<file path="src/rtl/cpu_speed_sequencer_pkg.sv">
// -----------------------------------------------------------------------------
// cpu_speed_sequencer_pkg
// Shared encodings for the CPU speed sequencer and the configuration-register
// block: CPU speed select codes, sequencer state encoding, phase width and a
// small helper that qualifies memory contention.
// -----------------------------------------------------------------------------
package cpu_speed_sequencer_pkg;

    // CPU clock select codes driven onto the clock mux tree.
    typedef enum logic [1:0] {
        SPEED_3M5 = 2'b00,
        SPEED_7   = 2'b01,
        SPEED_14  = 2'b10,
        SPEED_28  = 2'b11
    } speed_t;

    // Sequencer states. Bit 0 of the speed select is always switched (and
    // allowed to settle) before bit 1, so the mux never sees both change.
    typedef enum logic [2:0] {
        ST_IDLE      = 3'd0,
        ST_HOLD      = 3'd1,
        ST_SW_LO     = 3'd2,
        ST_SETTLE_LO = 3'd3,
        ST_SW_HI     = 3'd4,
        ST_SETTLE_HI = 3'd5,
        ST_DONE      = 3'd6
    } seq_state_t;

    localparam int PHASE_W = 3;

    // Contention only applies to the slowest (ULA-compatible) speed and never
    // while a speed change is in progress or pending.
    function automatic logic contention_allowed(input logic [1:0] speed,
                                                input logic       seq_busy);
        return (speed == SPEED_3M5) && !seq_busy;
    endfunction

endpackage

</file>
<file path="src/rtl/cpu_speed_sequencer_phase_gen.sv">
// -----------------------------------------------------------------------------
// cpu_phase_gen
// Free-running 3-bit phase counter on the 28 MHz clock. Its MSB is the
// 3.5 MHz phase bit used by the contended clock generator.
// Ports:
//   clk_28       in   28 MHz machine clock
//   reset        in   asynchronous active-high reset
//   phase        out  current phase count (0..7)
//   cpu_clk_lsb  out  phase[2]: toggles every 4 cycles, period 8
// -----------------------------------------------------------------------------
module cpu_phase_gen
    import cpu_speed_sequencer_pkg::*;
(
    input  logic               clk_28,
    input  logic               reset,
    output logic [PHASE_W-1:0] phase,
    output logic               cpu_clk_lsb
);

    logic [PHASE_W-1:0] r_phase;

    // Phase counter, wraps naturally every 8 cycles.
    always_ff @(posedge clk_28 or posedge reset) begin
        if (reset) begin
            r_phase <= {PHASE_W{1'b0}};
        end else begin
            r_phase <= r_phase + {{(PHASE_W-1){1'b0}}, 1'b1};
        end
    end

    assign phase       = r_phase;
    assign cpu_clk_lsb = r_phase[PHASE_W-1];

endmodule

</file>
<file path="src/rtl/cpu_speed_sequencer.sv">
// -----------------------------------------------------------------------------
// cpu_speed_sequencer
// Glitch-safe CPU clock speed switcher. A speed request waits until the CPU is
// between bus cycles on phase 0 (or a hold timeout expires), then changes the
// speed select one bit at a time, low bit first, with a settle period after
// each change. One pending slot holds the newest request received mid-change.
// Ports:
//   clk_28           in   28 MHz machine clock (sole clock)
//   reset            in   asynchronous active-high reset
//   speed_req[1:0]   in   requested speed 00=3.5 01=7 10=14 11=28 MHz
//   speed_req_valid  in   one-cycle strobe qualifying speed_req
//   cpu_safe         in   CPU is between bus cycles
//   contend_in       in   raw contention request from video timing
//   contention_en    in   contention enable from configuration
//   cpu_speed[1:0]   out  clock mux select
//   cpu_clk_lsb      out  3.5 MHz phase bit
//   cpu_contend      out  qualified contention request (registered)
//   busy             out  change in progress or pending
//   speed_ack        out  one-cycle pulse when the target speed is reached
//   timeout_flag     out  sticky: a switch was forced by the hold timeout
// Parameters: SETTLE_CYCLES (>=1), HOLD_TIMEOUT (>=1).
// -----------------------------------------------------------------------------
module cpu_speed_sequencer
    import cpu_speed_sequencer_pkg::*;
#(
    parameter int SETTLE_CYCLES = 8,
    parameter int HOLD_TIMEOUT  = 255
)
(
    input  logic       clk_28,
    input  logic       reset,
    input  logic [1:0] speed_req,
    input  logic       speed_req_valid,
    input  logic       cpu_safe,
    input  logic       contend_in,
    input  logic       contention_en,
    output logic [1:0] cpu_speed,
    output logic       cpu_clk_lsb,
    output logic       cpu_contend,
    output logic       busy,
    output logic       speed_ack,
    output logic       timeout_flag
);

    localparam int HOLD_W = $clog2(HOLD_TIMEOUT + 1);
    localparam int SET_W  = $clog2(SETTLE_CYCLES + 1);
    localparam logic [HOLD_W-1:0] HOLD_MAX    = HOLD_W'(HOLD_TIMEOUT);
    localparam logic [HOLD_W-1:0] HOLD_ONE    = HOLD_W'(1);
    localparam logic [SET_W-1:0]  SETTLE_LAST = SET_W'(SETTLE_CYCLES - 1);
    localparam logic [SET_W-1:0]  SETTLE_ONE  = SET_W'(1);

    seq_state_t         r_state;
    seq_state_t         w_state_nxt;
    logic [1:0]         r_cpu_speed, w_speed_nxt;
    logic [1:0]         r_target, w_target_nxt;
    logic               r_pend_valid, w_pend_valid_nxt;
    logic [1:0]         r_pend_speed, w_pend_speed_nxt;
    logic [HOLD_W-1:0]  r_hold_cnt, w_hold_cnt_nxt;
    logic [SET_W-1:0]   r_settle_cnt, w_settle_cnt_nxt;
    logic               r_timeout, w_timeout_nxt;
    logic               r_ack, w_ack_nxt, w_ack_eq;
    logic               r_busy, w_busy_nxt;
    logic               r_contend;
    logic               w_cand_valid;
    logic [1:0]         w_cand_speed;
    logic [PHASE_W-1:0] w_phase;
    logic               w_clk_lsb;

    cpu_phase_gen u_phase_gen (
        .clk_28      (clk_28),
        .reset       (reset),
        .phase       (w_phase),
        .cpu_clk_lsb (w_clk_lsb)
    );

    // State register.
    always_ff @(posedge clk_28 or posedge reset) begin
        if (reset) begin
            r_state <= ST_IDLE;
        end else begin
            r_state <= w_state_nxt;
        end
    end

    // Next-state, datapath and next-output logic.
    always_comb begin
        w_state_nxt      = r_state;
        w_speed_nxt      = r_cpu_speed;
        w_target_nxt     = r_target;
        w_pend_valid_nxt = r_pend_valid;
        w_pend_speed_nxt = r_pend_speed;
        w_hold_cnt_nxt   = r_hold_cnt;
        w_settle_cnt_nxt = r_settle_cnt;
        w_timeout_nxt    = r_timeout;
        w_ack_eq         = 1'b0;
        // A strobe in the DONE cycle beats an older pending request.
        w_cand_valid     = speed_req_valid | r_pend_valid;
        w_cand_speed     = speed_req_valid ? speed_req : r_pend_speed;

        // Mid-sequence requests park in the pending slot, newest wins.
        if ((r_state != ST_IDLE) && speed_req_valid) begin
            w_pend_valid_nxt = 1'b1;
            w_pend_speed_nxt = speed_req;
        end else begin
            w_pend_valid_nxt = r_pend_valid;
        end

        case (r_state)
            ST_IDLE: begin
                if (speed_req_valid && (speed_req != r_cpu_speed)) begin
                    w_target_nxt   = speed_req;
                    w_hold_cnt_nxt = HOLD_ONE;
                    w_state_nxt    = ST_HOLD;
                end else if (speed_req_valid) begin
                    w_ack_eq = 1'b1;
                end else begin
                    w_state_nxt = ST_IDLE;
                end
            end
            ST_HOLD: begin
                // hold count includes the current cycle, so HOLD lasts at
                // most HOLD_TIMEOUT cycles; >= keeps it saturating.
                if (cpu_safe && (w_phase == 3'd0)) begin
                    w_state_nxt = ST_SW_LO;
                end else if (r_hold_cnt >= HOLD_MAX) begin
                    w_state_nxt   = ST_SW_LO;
                    w_timeout_nxt = 1'b1;
                end else begin
                    w_hold_cnt_nxt = r_hold_cnt + HOLD_ONE;
                end
            end
            ST_SW_LO: begin
                w_settle_cnt_nxt = {SET_W{1'b0}};
                if (r_target[0] != r_cpu_speed[0]) begin
                    w_speed_nxt = {r_cpu_speed[1], r_target[0]};
                    w_state_nxt = ST_SETTLE_LO;
                end else begin
                    w_state_nxt = ST_SW_HI;
                end
            end
            ST_SETTLE_LO: begin
                if (r_settle_cnt >= SETTLE_LAST) begin
                    w_state_nxt = ST_SW_HI;
                end else begin
                    w_settle_cnt_nxt = r_settle_cnt + SETTLE_ONE;
                end
            end
            ST_SW_HI: begin
                w_settle_cnt_nxt = {SET_W{1'b0}};
                if (r_target[1] != r_cpu_speed[1]) begin
                    w_speed_nxt = {r_target[1], r_cpu_speed[0]};
                    w_state_nxt = ST_SETTLE_HI;
                end else begin
                    w_state_nxt = ST_DONE;
                end
            end
            ST_SETTLE_HI: begin
                if (r_settle_cnt >= SETTLE_LAST) begin
                    w_state_nxt = ST_DONE;
                end else begin
                    w_settle_cnt_nxt = r_settle_cnt + SETTLE_ONE;
                end
            end
            ST_DONE: begin
                w_pend_valid_nxt = 1'b0;
                if (w_cand_valid && (w_cand_speed != r_cpu_speed)) begin
                    w_target_nxt   = w_cand_speed;
                    w_hold_cnt_nxt = HOLD_ONE;
                    w_state_nxt    = ST_HOLD;
                end else begin
                    w_state_nxt = ST_IDLE;
                end
            end
            default: begin
                w_state_nxt = ST_IDLE;
            end
        endcase

        // speed_ack is high exactly during the DONE cycle (or one cycle after
        // a request that already matches).
        w_ack_nxt  = w_ack_eq | (w_state_nxt == ST_DONE);
        w_busy_nxt = (w_state_nxt != ST_IDLE) | w_pend_valid_nxt;
    end

    // Datapath and output registers.
    always_ff @(posedge clk_28 or posedge reset) begin
        if (reset) begin
            r_cpu_speed  <= SPEED_3M5;
            r_target     <= SPEED_3M5;
            r_pend_valid <= 1'b0;
            r_pend_speed <= SPEED_3M5;
            r_hold_cnt   <= {HOLD_W{1'b0}};
            r_settle_cnt <= {SET_W{1'b0}};
            r_timeout    <= 1'b0;
            r_ack        <= 1'b0;
            r_busy       <= 1'b0;
            r_contend    <= 1'b0;
        end else begin
            r_cpu_speed  <= w_speed_nxt;
            r_target     <= w_target_nxt;
            r_pend_valid <= w_pend_valid_nxt;
            r_pend_speed <= w_pend_speed_nxt;
            r_hold_cnt   <= w_hold_cnt_nxt;
            r_settle_cnt <= w_settle_cnt_nxt;
            r_timeout    <= w_timeout_nxt;
            r_ack        <= w_ack_nxt;
            r_busy       <= w_busy_nxt;
            r_contend    <= contend_in & contention_en &
                            contention_allowed(r_cpu_speed, r_busy);
        end
    end

    assign cpu_speed    = r_cpu_speed;
    assign cpu_clk_lsb  = w_clk_lsb;
    assign cpu_contend  = r_contend;
    assign busy         = r_busy;
    assign speed_ack    = r_ack;
    assign timeout_flag = r_timeout;

endmodule

</file>
<file path="config.mk">
export PLATFORM = sky130hd
export DESIGN_NAME = cpu_speed_sequencer
export DESIGN_NICKNAME = d
export VERILOG_FILES = /design/src/rtl/cpu_speed_sequencer_pkg.sv /design/src/rtl/cpu_speed_sequencer_phase_gen.sv /design/src/rtl/cpu_speed_sequencer.sv
export SDC_FILE = /design/constraint.sdc
export NUM_CORES = 1
export LEC_CHECK = 0
export ABC_AREA = 1
export BUFFER_PORTS_ARGS = -buffer_cell sky130_fd_sc_hd__buf_2
export CAP_MARGIN = 25
export CORE_ASPECT_RATIO = 0.8
export CORE_MARGIN = 8
export CORE_UTILIZATION = 45
export DETAILED_ROUTE_END_ITERATION = 7
export PLACE_DENSITY = 0.61
export SKIP_CTS_REPAIR_TIMING = 1
export SYNTH_ARGS = -nofsm -noshare
export SYNTH_HDL_FRONTEND = slang
export SYNTH_SLANG_ARGS = --single-unit
</file>
<file path="constraint.sdc">
create_clock -name clk_28 -period 2.45 [get_ports clk_28]
set_clock_uncertainty 0.2 [all_clocks]
set_input_delay 0.245 -clock clk_28 [delete_from_list [all_inputs] [get_ports clk_28]]
set_output_delay 0.245 -clock clk_28 [all_outputs]
set_load 0.02 [all_outputs]
</file>
==> qor.yml, run 1 <==
status: "finished, final reports clean"
cts_tree: "yes"
grt_pass1_wl_mm: 6.20
layout.nets: 265
synth-seq-cells: 29
num_antenna_cells: 0
drt_first_pass_iters: 5
syn_nets: 241
path_max_fanout: 6
ys_seq_area_share_pct: 43.1
drive_gt1_share_pct: 16.1
placed_area_um2: 1810
leakage_nw: 1.02
start_kind: "flop"
crit_type: "flop to flop"
max_cap_viol_count: 0
drv_slew: 0
crit_required_ns: 2.41
slew_headroom_pct: 71.8
fillers: 377
worst_pin_slew_ns: 0.424
clockBufferDepth: 2
max-vdd-ir-drop_mv: 0.496
fin_area_um2: 1920
rows: 20
final_cell_mix: "nand2_1, dfrtp_1, nand3_1"
finalHoldViolations: 0
clk_latency_ns: 0.28
ios: 15
drc: 0
start_util_pct: 45.5
layout_commonest_cell: "nand2_1"
fin_crit_sh_pct: 78.5
dieArea_um2: 5970
place.gp.congestion: 0.786
grt_antenna_before_repair: 0
finalSetupTns_ns: 0
viasPerCell: 4.91
ys_warn_count: 0
grt_max_degree: 30
cts.sinks: 29
coreArea_um2: 3700
postSynthCellCount: 229
grt_setup_unrepaired: "false"
ys_types: 27
grt_pass1_vias: 1368
syn_area_per_cell_um2: 7.35
syn_to_final_growth_pct: 14.3
die_w_um: 84.4
totalWireLength_mm: 3.51
cts-root-buf: "clkbuf_8"
worstPathArrival_ns: 1.89
grt_use_total_pct: 13.0
fin_crit_ns: 1.92
routed-via-count: 1462
chipHeight_um: 70.7
finalSetupViolCount: 0
numCtsBuffers: 5
end_kind: "flop"
min_path_type: "input port to flop"
pwr_density_cell_nw_per_um2: 1120
wire_per_inst_um: 11.8
htreeDepth: 2
post-dp-hpwl_mm: 2.62
antenna_left: 0
syn_area_um2: 1680
overflow: 0
dr.first_iter.drc_count: 88
clk_pin_slew_ns: 0.06
portBuffers: 14
fmax_mhz: 520
==> power breakdown <==
part / switching (mW) / total [mW] / leakage, nW / internal [mW]
clock network: 0.179 / 0.375 / 0.0450 / 0.196
registers: 0.156 / 0.772 / 0.369 / 0.616
logic: 0.660 / 1.00 / 0.603 / 0.343
total: 0.994 / 2.15 / 1.02 / 1.16
==> logic make-up after synthesis <==
logic type / share of synthesized area [%]
fa+ha+maj: 2.97
buf+inv: 6.39
simple gates: 37.9
xor+xnor: 2.60
flops: 43.1
compound gates: 7.06
==> cell type report <==
class                      count  area [um2]  area share [%]
timing repair buffer          18         108            5.59
inverter                      27         103            5.33
multi-input combinational    172         851            44.2
sequential                    29         726            37.7
tap                           44        55.1            2.86
clock inverter                 2        10.0           0.520
clock buffer                   6        72.6            3.77
==> critical path: stages, from the launching register on <==
cell     delay [ns]
dfrtp_1        0.41
ha_1           0.23
a21oi_1        0.37
o21ai_0        0.17
nor2_1         0.16
nand2_1        0.11
nor2_1         0.09
nand3_1        0.07
==> flip-flops by register name, summed over array words and instances, names as in the netlist <==
signal / flops
r_hold_cnt: 8
r_settle_cnt: 4
r_state: 3
u_phase_gen.phase: 3
cpu_speed: 2
r_pend_speed: 2
r_target: 2
busy: 1
cpu_contend: 1
r_pend_valid: 1
speed_ack: 1
timeout_flag: 1
==> metal layers <==
metal,vias up,global-route usage (%),share of wire (%)
met5,-,0,0
met4,0,7.09,2.2
met3,8,4.86,5.9
met2,33,17.4,38
met1,648,17.5,54
li1,773,-,-
==> per-stage QoR <==
stage / cells / utilization, % / power, mW / hold slack [ns] / setup slack (ns)
2_1_floorplan: 229 / - / 1.54 / 0.123 / 0.799
3_3_place_gp: 287 / 48.9 / 1.77 / 0.138 / 0.566
3_5_place_dp: 287 / 48.9 / 1.78 / 0.136 / 0.550
4_1_cts: 295 / 51.1 / 2.17 / -0.171 / 0.537
5_1_grt: 298 / 52.0 / 2.36 / 0.0446 / 0.386
6_report: 298 / 52.0 / 2.15 / 0.0339 / 0.527
==> path summary, 6_finish.rpt <==
kind,from,end,slack [ns],depth (start not counted)
min in group asynchronous,reset,r_settle_cnt[3],0.37,4
min,speed_req[1],r_pend_speed[1],0.03,3
max in group asynchronous,reset,r_pend_speed[0],1.40,4
min reg2reg,busy,cpu_contend,0.24,1
max reg2reg,r_settle_cnt[0],busy,0.53,7
max,r_settle_cnt[0],busy,0.53,7
==> cells in the mapped netlist <==
| master | number | area (um2) |
|---|---|---|
| nor2_1 | 24 | 90.1 |
| clkinv_2 | 1 | 5.00 |
| nand3b_1 | 1 | 7.51 |
| and3_1 | 1 | 6.26 |
| nor4_1 | 1 | 6.26 |
| nand2_4 | 2 | 22.5 |
| a21oi_1 | 7 | 35.0 |
| xnor2_1 | 3 | 26.3 |
| o21ba_2 | 1 | 10.0 |
| nand2_2 | 5 | 31.3 |
| nor3_1 | 3 | 15.0 |
| inv_1 | 23 | 86.3 |
| inv_2 | 3 | 11.3 |
| nand2_1 | 74 | 278 |
| o21a_1 | 1 | 7.51 |
| xor2_1 | 2 | 17.5 |
| nor2_4 | 1 | 11.3 |
| nor2_2 | 2 | 12.5 |
| nor2_8 | 1 | 20.0 |
| ha_1 | 4 | 50.1 |
| o21bai_1 | 1 | 7.51 |
| a31o_2 | 1 | 8.76 |
| or2_2 | 2 | 12.5 |
| dfrtp_1 | 29 | 726 |
| clkbuf_2 | 1 | 5.00 |
| o21ai_0 | 10 | 50.1 |
| nand3_1 | 25 | 125 |
Note: power is estimated with default switching activity, not from simulation.
==> inputs of run 2 (changes only) <==
==> constraint.sdc (replaced) <==
create_clock -name clk_28 -period 1.96 [get_ports clk_28]
set_clock_uncertainty 0.2 [all_clocks]
set_input_delay 0.196 -clock clk_28 [delete_from_list [all_inputs] [get_ports clk_28]]
set_output_delay 0.196 -clock clk_28 [all_outputs]
set_load 0.02 [all_outputs]
==> qor.yml, run 2 (synthesis gave the netlist of run 1 again) <==
status: "finished, final reports clean"  # unchanged
viasPerCell: 4.85  # was 4.91
fin_area_um2: 1960  # was 1920 um2
max-vdd-ir-drop_mv: 0.759  # was 0.496 mV
chipHeight_um: 70.7  # unchanged
reg_top3: "r_hold_cnt x8, r_settle_cnt x4"  # unchanged
cts-root-buf: "clkbuf_8"  # unchanged
regArea_um2: 726  # unchanged
clk_latency_ns: 0.28  # about the same
numCtsBuffers: 5  # unchanged
grt_pass1_vias: 1354  # was 1368
drt_first_pass_iters: 4  # was 5
setup_ws_ns: 0.191  # was 0.527 ns
dieArea_um2: 5970  # unchanged
die_w_um: 84.4  # unchanged
max_cap_viol_count: 0  # unchanged
rows: 20  # unchanged
largest_reg_flops: 8  # unchanged
fin_crit_sh_pct: 90.3  # was 78.5%
p_total_mw: 2.72  # was 2.15 mW
leakage_nw: 1.04  # was 1.02 nW
fmax_mhz: 565  # was 520 MHz
drive_gt1_share_pct: 16.7  # was 16.1%
num_antenna_cells: 0  # unchanged
drv_slew: 0  # unchanged
fin_crit_ns: 1.77  # was 1.92 ns
grt_max_degree: 30  # unchanged
finalSetupTns_ns: 0  # unchanged
cts.sinks: 29  # unchanged
worstPathArrival_ns: 1.73  # was 1.89 ns
holdWs_ns: 0.0250  # was 0.0339 ns
start_util_pct: 45.5  # unchanged
totalWireLength_mm: 3.48  # was 3.51 mm
overflow: 0  # unchanged
grt_pass1_wl_mm: 6.14  # was 6.20 mm
placedCellCount: 290  # was 287
min_path_type: "input port to flop"  # unchanged
syn_to_final_growth_pct: 16.4  # was 14.3%
final_cell_mix: "nand2_1, dfrtp_1, nand3_1"  # unchanged
htreeDepth: 2  # unchanged
post-dp-hpwl_mm: 2.58  # was 2.62 mm
clk_pin_slew_ns: 0.06  # about the same
top_register: "r_hold_cnt"  # unchanged
end_kind: "flop"  # unchanged
dr.first_iter.drc_count: 68  # was 88
path_max_fanout: 9  # was 6
grt_setup_unrepaired: "false"  # unchanged
placed_area_um2: 1830  # was 1810 um2
stdcell_count: 301  # was 298
pre_cts_ws_ns: 0.191  # was 0.550 ns
place.gp.congestion: 0.787  # was 0.786
routed-via-count: 1460  # was 1462
grt_antenna_before_repair: 0  # unchanged
finalHoldViolations: 0  # unchanged
layout_commonest_cell: "nand2_1"  # unchanged
crit_required_ns: 1.93  # was 2.41 ns
worst_pin_slew_ns: 0.370  # was 0.424 ns
pwr_density_cell_nw_per_um2: 1390  # was 1120 nW/um2
coreArea_um2: 3700  # unchanged
final_core_util_pct: 52.9  # was 52.0%
layout.nets: 269  # was 265
grt_use_total_pct: 12.8  # was 13.0%
antenna_left: 0  # unchanged
portBuffers: 14  # unchanged
slew_headroom_pct: 75.3  # was 71.8%
multiInputGateArea_um2: 851  # unchanged
start_kind: "flop"  # unchanged
finalSetupViolCount: 0  # unchanged
drc: 0  # unchanged
crit_type: "flop to flop"  # unchanged
fillers: 364  # was 377
wire_per_inst_um: 11.6  # was 11.8 um
ios: 15  # unchanged
clockBufferDepth: 2  # unchanged
cts_tree: "yes"  # unchanged
[run 2: cell count changes in the layout (fill, tap and decap cells not counted)]
| cell | delta |
|---|---|
| buf_4 | +3 |
| clkinv_2 | -2 |
| clkbuf_8 | +1 |
| dlygate4sd3_1 | +1 |
[run 2: path summary, 6_finish.rpt]
check | to | slack [ns] | start | depth (start not counted)
max | r_hold_cnt[4] | 0.19 | r_state[2] | 10
min | r_pend_speed[0] | 0.02 | speed_req[0] | 3
max reg2reg | r_hold_cnt[4] | 0.19 | r_state[2] | 10
min reg2reg | cpu_contend | 0.24 | busy | 1
max in group asynchronous | r_settle_cnt[3] | 0.96 | reset | 4
min in group asynchronous | cpu_contend | 0.34 | reset | 4
[run 2: layout make-up]
type                            instances  area share (%)
Multi-Input combinational cell        172            43.4
Sequential cell                        29            37.0
Timing Repair Buffer                   22            7.15
Inverter                               27            5.23
Clock buffer                            7            4.40
Tap cell                               44            2.81
[run 2: worst max-delay path: stages, from the launching register on]
cell and delay (ns):
dfrtp_1 0.44, nor2_2 0.19, nand2_4 0.11, clkinv_2 0.10
nand2_2 0.06, nand2_2 0.07, nand2_2 0.08, nor2_8 0.19
nand2_4 0.10, nand2_1 0.07, nand2_1 0.05
[run 2: routing by layer]
| layer | track usage [%] | vias to the layer above | wire length (um) |
|---|---|---|---|
| met5 | 0 | - | 0 |
| met4 | 4.13 | 0 | 17 |
| met3 | 5.79 | 2 | 206 |
| met2 | 17.5 | 24 | 1360 |
| met1 | 17.3 | 656 | 1890 |
| li1 | - | 778 | - |
[run 2: power by group]
group	switching, mW	total, mW	internal (mW)
registers	0.187	0.957	0.771
clock network	0.212	0.490	0.278
logic	0.822	1.28	0.454
total	1.22	2.72	1.50
==> inputs of run 3 (changes only) <==
--- a/config.mk
+++ b/config.mk
@@ -8,7 +8,7 @@
 export ABC_AREA = 1
 export BUFFER_PORTS_ARGS = -buffer_cell sky130_fd_sc_hd__buf_2
 export CAP_MARGIN = 25
-export CORE_ASPECT_RATIO = 0.8
+export CORE_ASPECT_RATIO = 0.5
 export CORE_MARGIN = 8
 export CORE_UTILIZATION = 45
 export DETAILED_ROUTE_END_ITERATION = 7
==> qor.yml, run 3 (synthesis gave the netlist of run 1 again) <==
status: "finished, final reports clean"  # unchanged
dr.first_iter.drc_count: 35  # was 68
path_max_fanout: 6  # was 9
largest_reg_flops: 8  # unchanged
reg_top3: "r_hold_cnt x8, r_settle_cnt x4"  # unchanged
fin_crit_ns: 1.81  # was 1.77 ns
cp-endpoint: "busy"  # was r_hold_cnt[4]
finalSetupViolCount: 0  # unchanged
start_kind: "flop"  # unchanged
hold_start: "speed_req[0]"  # unchanged
cts_tree: "yes"  # unchanged
grt_pass1_wl_mm: 5.88  # was 6.14 mm
num_antenna_cells: 0  # unchanged
fin_crit_sh_pct: 92.4  # was 90.3%
grt_use_total_pct: 12.5  # was 12.8%
rr_startpoint: "r_settle_cnt[0]"  # was r_state[2]
final_cell_mix: "nand2_1, dfrtp_1, nand3_1"  # unchanged
worstPathArrival_ns: 1.75  # was 1.73 ns
clk_pin_slew_ns: 0.06  # about the same
grt_max_degree: 30  # unchanged
fillers: 354  # was 364
layout_commonest_cell: "nand2_1"  # unchanged
cts-root-buf: "clkbuf_8"  # unchanged
layout.nets: 268  # was 269
reg2reg_to: "busy"  # was r_hold_cnt[4]
drc: 0  # unchanged
multiInputGateArea_um2: 860  # was 851 um2
clockBufferDepth: 2  # unchanged
totalWireLength_mm: 3.38  # was 3.48 mm
worstSetupStartpoint: "r_settle_cnt[0]"  # was r_state[2]
coreArea_um2: 3510  # was 3700 um2
fmax_mhz: 552  # was 565 MHz
finalHoldViolations: 0  # unchanged
crit_type: "flop to flop"  # unchanged
grt_pass1_vias: 1360  # was 1354
die_w_um: 103  # was 84.4 um
viasPerCell: 4.74  # was 4.85
leakage_nw: 1.03  # was 1.04 nW
slew_headroom_pct: 70.8  # was 75.3%
max_cap_viol_count: 0  # unchanged
regArea_um2: 726  # unchanged
pwr_density_cell_nw_per_um2: 1390  # about the same
end_kind: "flop"  # unchanged
finalSetupTns_ns: 0  # unchanged
rr_worst_depth: 7  # was 10
ios: 15  # unchanged
min_path_type: "input port to flop"  # unchanged
grt_setup_unrepaired: "false"  # unchanged
holdWs_ns: 0.0272  # was 0.0250 ns
drive_gt1_share_pct: 16.8  # was 16.7%
drv_slew: 0  # unchanged
clk_latency_ns: 0.28  # about the same
dieArea_um2: 6080  # was 5970 um2
syn_to_final_growth_pct: 17.0  # was 16.4%
overflow: 0  # unchanged
post-dp-hpwl_mm: 2.60  # was 2.58 mm
cts.sinks: 29  # unchanged
reg2reg_slack_ns: 0.15  # was 0.19 ns
routed-via-count: 1456  # was 1460
start_util_pct: 48.0  # was 45.5%
drt_first_pass_iters: 4  # unchanged
numCtsBuffers: 5  # unchanged
portBuffers: 14  # unchanged
max-vdd-ir-drop_mv: 0.424  # was 0.759 mV
chipHeight_um: 59.3  # was 70.7 um
worst_pin_slew_ns: 0.438  # was 0.370 ns
wire_per_inst_um: 11.0  # was 11.6 um
crit_required_ns: 1.90  # was 1.93 ns
antenna_left: 0  # unchanged
grt_antenna_before_repair: 0  # unchanged
htreeDepth: 2  # unchanged
top_register: "r_hold_cnt"  # unchanged
rows: 15  # was 20
place.gp.congestion: 0.775  # was 0.787
-- run 3: changes by cell type in the layout (fill, tap and decap cells not counted) --
cell,delta
a21oi_2,+1
a21oi_1,-1
nor2_2,-1
buf_4,-1
nor2_4,+1
-- run 3: through the flow --
stage                     utilization, %  instance area (um2)  instances  setup WS [ns]  power (mW)
final                               56.1                 1970        307          0.149        2.73
after global placement              52.3                 1840        296         0.0349        2.21
after global routing                56.1                 1970        307        0.00998        2.97
after CTS                           54.8                 1920        303         0.0171        2.73
after floorplan                        -                 1680        229          0.309        1.92
after detailed placement            52.3                 1840        296         0.0380        2.23
-- run 3: report_power, final --
group          switching, mW  internal, mW
clock                  0.216         0.278
sequential             0.178         0.770
combinational          0.832         0.455
total                   1.23          1.50
-- run 3: critical path, cell delays in order (launching register included) --
cell,delay (ns)
dfrtp_1,0.41
ha_1,0.24
a21oi_2,0.25
o21ai_0,0.14
nor2_1,0.13
nand2_1,0.10
nor2_1,0.11
nand3_1,0.09
-- run 3: metal layers --
metal  track usage [%]  share of wire (%)  up-vias
li1                  -                  -      777
met1              14.9                 50      655
met2              20.0                 45       19
met3              3.98                4.0        5
met4              5.99                1.2        0
met5                 0                  0        -
-- run 3: worst min path at each step --
| stage | endpoint | cells past startpoint | slack (ns) |
|---|---|---|---|
| after floorplan | busy | 1 | 0.07 |
| after global placement | u_phase_gen.phase[2] | 3 | 0.08 |
| after detailed placement | r_pend_speed[0] | 3 | 0.1 |
| after CTS | r_hold_cnt[2] | 3 | -0.21 |
| after global routing | speed_ack | 3 | 0.05 |
| final | r_pend_speed[0] | 3 | 0.03 |
-- run 3: cell type report --
type,instances,share of cell area (%)
clock buffer,7,4.38
inverter,27,5.21
multi-input combinational,172,43.6
sequential,29,36.8
tap,51,3.24
timing repair buffer,21,6.73
